`config.mk`:
```
export PLATFORM = sky130hd
export DESIGN_NAME = sdram_axi_master
export DESIGN_NICKNAME = d
export VERILOG_FILES = /design/src/rtl/sdram_axi_master.sv
export SDC_FILE = /design/constraint.sdc
export NUM_CORES = 1
export LEC_CHECK = 0
export CAP_MARGIN = 5
export CORE_AREA = 2 2 129 131
export DETAILED_ROUTE_END_ITERATION = 16
export DIE_AREA = 0 0 131 133
export PLACE_DENSITY = 0.68
export SLEW_MARGIN = 20
export SYNTH_ARGS = -nofsm -noshare
export SYNTH_HDL_FRONTEND = slang
export SYNTH_SLANG_ARGS = --single-unit
export TNS_END_PERCENT = 30
```
`constraint.sdc`:
```
create_clock -name clock -period 1.95 [get_ports clock]
set_input_delay 0.39 -clock clock [delete_from_list [all_inputs] [get_ports clock]]
set_output_delay 0.39 -clock clock [all_outputs]
set_load 0.05 [all_outputs]
```
`src/rtl/sdram_axi_master.sv`:
```
// Single-outstanding AXI4 INCR burst initiator for the SDRAM AXI port.
// Optional macro SDRAM_AXI_MASTER_ALIGN_CHECK_EN: reject misaligned or 4 KB-crossing requests.
module sdram_axi_master #(
  parameter logic [3:0] AXI_ID  = 4'h0,
  parameter int         MAX_LEN = 15
) (
  input  logic        clock,
  input  logic        reset,
  input  logic        req_valid,
  output logic        req_ready,
  input  logic        req_write,
  input  logic [31:0] req_addr,
  input  logic [7:0]  req_len,
  input  logic        wbeat_valid,
  output logic        wbeat_ready,
  input  logic [31:0] wbeat_data,
  input  logic [3:0]  wbeat_strb,
  output logic        rbeat_valid,
  input  logic        rbeat_ready,
  output logic [31:0] rbeat_data,
  output logic        rbeat_last,
  output logic        done_valid,
  output logic        done_err,
  output logic        out_awvalid,
  input  logic        out_awready,
  output logic [31:0] out_awaddr,
  output logic [3:0]  out_awid,
  output logic [7:0]  out_awlen,
  output logic [2:0]  out_awsize,
  output logic [1:0]  out_awburst,
  output logic        out_awlock,
  output logic [3:0]  out_awcache,
  output logic [2:0]  out_awprot,
  output logic [3:0]  out_awqos,
  output logic        out_wvalid,
  input  logic        out_wready,
  output logic [31:0] out_wdata,
  output logic [3:0]  out_wstrb,
  output logic        out_wlast,
  input  logic        out_bvalid,
  output logic        out_bready,
  input  logic [1:0]  out_bresp,
  input  logic [3:0]  out_bid,
  output logic        out_arvalid,
  input  logic        out_arready,
  output logic [31:0] out_araddr,
  output logic [3:0]  out_arid,
  output logic [7:0]  out_arlen,
  output logic [2:0]  out_arsize,
  output logic [1:0]  out_arburst,
  output logic        out_arlock,
  output logic [3:0]  out_arcache,
  output logic [2:0]  out_arprot,
  output logic [3:0]  out_arqos,
  input  logic        out_rvalid,
  output logic        out_rready,
  input  logic [31:0] out_rdata,
  input  logic [1:0]  out_rresp,
  input  logic        out_rlast,
  input  logic [3:0]  out_rid
);

  typedef enum logic [2:0] {S_IDLE, S_AR, S_RDATA, S_WRITE, S_BRESP, S_DONE} state_t;

  localparam logic [7:0] MAX_LEN_L = 8'(MAX_LEN);

  state_t      state_q, state_d;
  logic [31:0] addr_q, addr_d;
  logic [7:0]  len_q, len_d;
  logic [7:0]  cnt_q, cnt_d;
  logic        err_q, err_d;
  logic        aw_done_q, aw_done_d;
  logic        w_done_q, w_done_d;
  logic        reject;
  logic        r_hs, w_hs, aw_hs;

  assign out_awaddr  = addr_q;
  assign out_araddr  = addr_q;
  assign out_awlen   = len_q;
  assign out_arlen   = len_q;
  assign out_awid    = AXI_ID;
  assign out_arid    = AXI_ID;
  assign out_awsize  = 3'b010;
  assign out_arsize  = 3'b010;
  assign out_awburst = 2'b01;
  assign out_arburst = 2'b01;
  assign out_awlock  = 1'b0;
  assign out_arlock  = 1'b0;
  assign out_awcache = 4'b0011;
  assign out_arcache = 4'b0011;
  assign out_awprot  = 3'b000;
  assign out_arprot  = 3'b000;
  assign out_awqos   = 4'h0;
  assign out_arqos   = 4'h0;

  always_comb begin
`ifdef SDRAM_AXI_MASTER_ALIGN_CHECK_EN
    reject = (req_addr[1:0] != 2'b00) ||
             ((11'(req_addr[11:2]) + 11'(req_len)) > 11'd1023);
`else
    reject = 1'b0;
`endif
  end

  always_comb begin
    state_d     = state_q;
    addr_d      = addr_q;
    len_d       = len_q;
    cnt_d       = cnt_q;
    err_d       = err_q;
    aw_done_d   = aw_done_q;
    w_done_d    = w_done_q;
    req_ready   = 1'b0;
    out_arvalid = 1'b0;
    out_awvalid = 1'b0;
    out_wvalid  = 1'b0;
    out_wdata   = '0;
    out_wstrb   = '0;
    out_wlast   = 1'b0;
    wbeat_ready = 1'b0;
    out_rready  = 1'b0;
    rbeat_valid = 1'b0;
    rbeat_data  = '0;
    rbeat_last  = 1'b0;
    out_bready  = 1'b0;
    done_valid  = 1'b0;
    done_err    = 1'b0;
    r_hs        = 1'b0;
    w_hs        = 1'b0;
    aw_hs       = 1'b0;
    case (state_q)
      S_IDLE: begin
        req_ready = 1'b1;
        if (req_valid) begin
          addr_d = req_addr;
          if (req_len > MAX_LEN_L) begin
            len_d = MAX_LEN_L;
            err_d = 1'b1;
          end else begin
            len_d = req_len;
          end
          if (reject) begin
            err_d   = 1'b1;
            state_d = S_DONE;
          end else begin
            state_d = req_write ? S_WRITE : S_AR;
          end
        end
      end
      S_AR: begin
        out_arvalid = 1'b1;
        if (out_arready) state_d = S_RDATA;
      end
      S_RDATA: begin
        out_rready  = rbeat_ready;
        rbeat_valid = out_rvalid;
        rbeat_data  = out_rdata;
        rbeat_last  = out_rlast;
        r_hs        = out_rvalid && rbeat_ready;
        if (r_hs) begin
          cnt_d = cnt_q + 8'd1;
          // A misplaced or missing rlast only marks the status; the burst still runs len+1 beats.
          if ((out_rresp != 2'b00) || (out_rid != AXI_ID) || (out_rlast != (cnt_q == len_q)))
            err_d = 1'b1;
          if (cnt_q == len_q) state_d = S_DONE;
        end
      end
      S_WRITE: begin
        out_awvalid = !aw_done_q;
        aw_hs       = !aw_done_q && out_awready;
        if (aw_hs) aw_done_d = 1'b1;
        if (!w_done_q) begin
          out_wvalid  = wbeat_valid;
          wbeat_ready = out_wready;
          out_wdata   = wbeat_data;
          out_wstrb   = wbeat_strb;
          out_wlast   = (cnt_q == len_q);
          w_hs        = wbeat_valid && out_wready;
        end
        if (w_hs) begin
          cnt_d = cnt_q + 8'd1;
          if (cnt_q == len_q) w_done_d = 1'b1;
        end
        if ((aw_done_q || aw_hs) && (w_done_q || (w_hs && (cnt_q == len_q))))
          state_d = S_BRESP;
      end
      S_BRESP: begin
        out_bready = 1'b1;
        if (out_bvalid) begin
          if ((out_bresp != 2'b00) || (out_bid != AXI_ID)) err_d = 1'b1;
          state_d = S_DONE;
        end
      end
      S_DONE: begin
        done_valid = 1'b1;
        done_err   = err_q;
        state_d    = S_IDLE;
        err_d      = 1'b0;
        cnt_d      = '0;
        aw_done_d  = 1'b0;
        w_done_d   = 1'b0;
      end
      default: state_d = S_IDLE;
    endcase
  end

  always_ff @(posedge clock or negedge reset) begin
    if (!reset) begin
      state_q   <= S_IDLE;
      addr_q    <= '0;
      len_q     <= '0;
      cnt_q     <= '0;
      err_q     <= 1'b0;
      aw_done_q <= 1'b0;
      w_done_q  <= 1'b0;
    end else begin
      state_q   <= state_d;
      addr_q    <= addr_d;
      len_q     <= len_d;
      cnt_q     <= cnt_d;
      err_q     <= err_d;
      aw_done_q <= aw_done_d;
      w_done_q  <= w_done_d;
    end
  end

endmodule

```
=== After elaboration in Yosys (flattened, before gate mapping) ===
Cells that the tools add are included.

* Reduce and logical (&&, ||, !) cells: 25
* Equality and inequality tests: 19
* $add $sub $neg: 1
* Mux-type cells: 46
* Order comparisons: 1

{| class="wikitable"
|+ Operator list
! operator !! number
|-
| 32-bit 2-to-1 mux || 3
|-
| 1-bit 2-to-1 mux || 26
|-
| 8-bit 2-to-1 mux || 3
|-
| 8-bit one-hot mux with 3 select lines || 1
|-
| 2-bit inequality test (second input constant) || 11
|-
| 3-bit 2-to-1 mux || 6
|-
| 3-bit one-hot mux with 5 select lines || 1
|-
| 4-bit nonzero test || 3
|-
| 8-bit by 1-bit adder with 8-bit output (second input constant) || 1
|-
| 8-bit equality test || 1
|-
| 8-bit by 4-bit > comparator with 1-bit output (second input constant) || 1
|-
| 4-bit 2-to-1 mux || 2
|-
| 7-bit AND reduction || 1
|-
| 3-bit by 2-bit equality test with 1-bit output (second input constant) || 2
|-
| 3-bit equality test (second input constant) || 2
|-
| 3-bit AND reduction || 2
|-
| 6-bit AND reduction || 1
|-
| 2-bit nonzero test || 3
|-
| 1-bit logical AND || 5
|-
| 1-bit logical OR || 5
|-
| 1-bit one-hot mux with 2 select lines || 2
|-
| 1-bit one-hot mux with 4 select lines || 1
|-
| 2-bit AND reduction || 2
|-
| 3-bit by 1-bit equality test with 1-bit output (second input constant) || 1
|-
| 6 further kinds || 6
|}

* Bits of input ports: 132
* Register bits: 54
* Word-level logic and storage cells: 99

=== Longest topological paths before layout ===
* Depth after elaboration: 8
* Depth in mapped cells: 7
* Depth with buffers taken out: 5

=== Least setup slack after synthesis ===
OpenSTA, ideal clock, no wires.

* Path kind: register to register
* Start point: register state_q[1]
* End point: register addr_q[0] (netlist: out_araddr[0])
* Clock period less this slack: 2.670 ns
* Slack: -0.720 ns
* Setup time: 0.128 ns
* Cell stages (with the launch flop): 7
* Required time: 1.822 ns
* Data arrival time: 2.542 ns
* Path through: dfrtp_1 -> buf_2 -> nor3_1 -> and2_1 -> buf_2 -> buf_4 -> mux2_1

* Word-level cells in the longest chain between the ends: 2

{| class="wikitable"
|+ Ends and longest elaborated chain
! what !! line !! source
|-
| from (decl) || 67 || <nowiki>state_t state_q, state_d;</nowiki>
|-
| from (signal assigned) || 217 || <nowiki>state_q <= state_d;</nowiki>
|-
| 3-bit zero test || 131 || <nowiki>case (state_q)</nowiki>
|-
| 2-bit AND reduction (no line) || n/a ||
|-
| to (signal assigned) || 218 || <nowiki>addr_q <= addr_d;</nowiki>
|-
| to (decl) || 68 || <nowiki>logic [31:0] addr_q, addr_d;</nowiki>
|}

No other way between the ends.
A chain may end at the register's enable or synchronous reset.

=== Worst setup path in the final report ===
* Start point: register state_q[2]
* End point: output rbeat_data[16]

* Word-level cells in the longest chain between the ends: 2

{| class="wikitable"
|+ Ends and longest elaborated chain
! what !! line !! source
|-
| 3-bit by 2-bit equality test with 1-bit output || 131 ||
|-
| 32-bit 2-to-1 mux || 131 ||
|-
| to (decl) || 20 || <nowiki>output logic [31:0] rbeat_data,</nowiki>
|}

No other way between the ends.

==> flow_metrics.py <==
metrics = {
    "yosys": {
        "synth.top_cell.area_share_pct": 37.32,
        "synthTopCellsByArea": "dfrtp_1 37%, buf_4 18%, and2_1 13%",
        "ys.flop_type": "dfrtp_1",
        "ys_types": 45,
        "yosysWarningCount": 0,
        "netlist_instances": 383,
        "avgSynthCellArea_um2": 9.454,
        "syn_area_um2": 3621,
        "synth_top_area_cell": "dfrtp_1",
        "synth_edf_count": 0,
        "seq_area_frac_synth_pct": 37.32,
        "async_flop_share_pct": 100.0,
        "synth-seq-cells": 54,
    },
    "route": {
        "vias": 3611,
        "drtPass1Iterations": 4,
        "vias_per_cell": 4.057,
        "drt-initial-drc-count": 122,
        "wl_per_cell_um": 14.31,
        "wl_um": 12740,
        "final_antenna_net_count": 0,
        "drc": 0,
    },
    "floorplan": {
        "die_h_um": 133,
        "core_um2": 16170,
        "rows": 47,
        "num_io_pins": 334,
        "die_area_um2": 17420,
        "start_util_pct": 22.39,
        "fp.dieW_um": 131,
    },
    "min_path": {
        "min_path_type": "input pin to async pin",
    },
    "run_status": {
        "outcome": "finished, violations left",
        "violations": "negative setup slack",
    },
    "layout": {
        "instances_no_fill": 890,
        "nFillCells": 1474,
        "fin_nets": 803,
        "n_antenna_cell": 0,
        "syn_to_final_growth_pct": 120.3,
        "drive_above_1_share_pct": 38.06,
        "final_area_um2": 7978,
    },
    "setup_path": {
        "ff2ff_path_depth": 8,
        "path_cells": "buf_6, nor3b_4, buf_12, clkbuf_16, and2_4, buf_12",
        "path_max_fanout": 8,
        "worstPathArrival_ns": 1.69,
        "cp_slowest_cell": "dfrtp_1",
        "critPathBufInv": 4,
        "r2r-end": "state_q[1]",
        "cp.required_ns": 1.56,
        "rrSetupSlack_ns": 0.08,
        "crit_type": "register to primary output",
        "path_common_cell": "buf_12",
        "worstSetupEndpointType": "primary output",
        "rr_startpoint": "state_q[1]",
        "slowest_delay_ns": 0.44,
        "critical_path.top_delay_family": "buffers and inverters",
        "critPathLaunchType": "register",
    },
    "placement": {
        "dpl.hpwl_um": 10140,
        "place_ws_ns": -0.2669,
        "io_buffers": 291,
        "post_dp_cell_area_um2": 7335,
        "gp_congestion": 0.8092,
        "dp.cells": 868,
    },
    "power": {
        "clkPwrFrac_pct": 7.7,
        "combPwrFrac_pct": 77.9,
        "power.density_nw_per_um2": 1709,
        "switching_share_pct": 50.05,
        "leakagePower_nw": 3.445,
        "internal-power_mw": 6.809,
        "vdd_drop_max_mv": 0.7198,
        "seq_power_share_pct": 14.4,
        "p_switching_mw": 6.823,
    },
    "sta": {
        "finalCritPeriodShare_pct": 106.5,
        "layout_min_cycle_time_ns": 2.076,
        "slew_viol_final": 0,
        "setup_viol": 74,
        "rsz0062_at_grt": "true",
        "fmax_mhz": 481.6,
        "relSlewSlack_pct": 65.38,
        "finalSetupTns_ns": -6.674,
        "whs_ns": 0.09048,
        "finalHoldViolCount": 0,
        "worst_pin_slew_ns": 0.5185,
        "layout_setup_ws_ns": -0.1263,
        "skew_ns": 0.01130,
    },
    "grt": {
        "grt_overflow": 0,
        "track_usage_pct": 13.94,
        "first_global_vias": 3544,
        "grt_max_degree": 55,
        "antenna_found_initial": 0,
        "grt_pass1_wl_um": 18830,
    },
    "clocking": {
        "cts.sinks": 54,
        "path_clk_slew_ns": 0.08,
        "cts_tree": "yes",
        "insertion_delay_ns": 0.29,
        "ctsRootBufferMaster": "clkbuf_16",
        "cts_hold_buf": 0,
        "clk_path_buf_depth": 2,
        "ctsHtreeMaxLevel": 2,
        "numCtsBuffers": 5,
    },
    "run": {
        "drv_cap": 0,
    },
}
[worst max-delay path by stage]
stage / from / to / depth (start not counted)
after global placement: req_len[7] / err_q / 6
after global routing: cnt_q[7] / out_wlast / 5
after floorplan: state_q[1] / out_bready / 3
after detailed placement: req_len[7] / err_q / 6
final: state_q[2] / rbeat_data[16] / 6
after CTS: out_arlen[2] / out_wlast / 5
[cell usage after synthesis (2+ instances only)]
cell	instances
nand2_1	11
nor2b_1	6
buf_4	85
or4_1	2
buf_2	6
mux2_2	4
or3_1	2
nor2_1	19
nor4_1	4
a21oi_1	12
nor3b_1	2
inv_1	2
mux2_1	29
clkbuf_1	10
xor2_1	12
nand3_1	6
o211ai_1	4
conb_1	2
o21ai_0	6
nor3_1	6
dfrtp_1	54
and2_1	75
a21o_1	2
[worst register-to-register path, delay by kind of cell (launching register included)]
kind,cells,cell delay (ns)
buffers and inverters,3,0.39
AND/OR/NAND/NOR,2,0.31
flip-flops,1,0.45
AO/OA/AOI/OAI,2,0.29
multiplexers,1,0.33
[metal layers]
metal	wire length, um	share of wire, %	vias to the layer above	global-route usage [%]
met2	6908	54	199	25.68
li1	-	-	1713	-
met1	4461	35	1689	15.40
met5	0	0	-	0
met4	165	1.3	0	3.605
met3	1204	9.5	10	4.084
[cells by family after synthesis]
kind of cell,count (synthesis),synth area share (%)
simple gates,142,22.77
buf+inv,103,19.70
flops,54,37.32
compound gates,35,6.220
mux,34,10.54
xor+xnor,12,2.903
other cells,2,0.2074
fa+ha+maj,1,0.3455
[power groups by stage]
stage	Combinational, mW	Clock, mW	Sequential (mW)
2_1_floorplan	4.89	0	3.16
4_1_cts	10.5	1.08	1.98
5_1_grt	11.1	1.13	2.03
3_5_place_dp	9.70	0	2.01
3_3_place_gp	9.64	0	1.99
6_report	10.6	1.04	1.97
[area by class of cell]
class	count	area, um^2	share of cell area, %
Multi-Input combinational cell	266	1946	24.39
Timing Repair Buffer	341	4227	52.98
Tap cell	220	275.3	3.450
Inverter	2	7.507	0.09410
Clock buffer	6	138.9	1.741
Sequential cell	54	1354	16.97
Clock inverter	1	30.03	0.3764
[registers in the layout, indices dropped and copies added, names as in the netlist]
signal / cells
aw_done_q: 1
cnt_q: 8
err_q: 1
out_araddr: 32
out_arlen: 8
state_q: 3
w_done_q: 1
[metrics by stage]
stage          utilization [%]  power, mW
2_1_floorplan                -      8.053
4_1_cts                  48.67      13.53
5_1_grt                  49.33      14.25
3_5_place_dp             45.35      11.72
3_3_place_gp             45.35      11.63
6_report                 49.33      13.63
[cell usage in the layout, fill, tap and decap left out, types with 2 or more instances in the layout]
cell type | Yosys | final
buf_4 | 85 | 54
nor3_2 | 0 | 2
nor4_1 | 4 | 3
inv_1 | 2 | 2
buf_16 | 0 | 3
xor2_1 | 12 | 12
clkbuf_16 | 0 | 7
dfrtp_1 | 54 | 52
dfrtp_2 | 0 | 2
or3_1 | 2 | 2
buf_12 | 0 | 85
dlymetal6s2s_1 | 0 | 4
buf_6 | 0 | 4
and2_4 | 0 | 74
mux2_1 | 29 | 29
mux2_2 | 4 | 4
o211ai_1 | 4 | 4
conb_1 | 2 | 42
a21o_1 | 2 | 2
nand2_1 | 11 | 10
nor2b_1 | 6 | 6
clkdlybuf4s50_1 | 0 | 187
nand3_1 | 6 | 6
nor3_1 | 6 | 4
nand2_2 | 1 | 2
o21ai_0 | 6 | 6
or4_1 | 2 | 2
a21oi_1 | 12 | 11
nor2_1 | 19 | 18
[what timing repair did]
item | in CTS | in global routing
pin swaps | 33 | 18
setup buffers | 9 | 1
gates cloned | 3 | 2
resized for setup | 84 | 13
endpoints found under the setup margin | 77 | 83
Note: power is estimated with default switching activity, not from simulation.
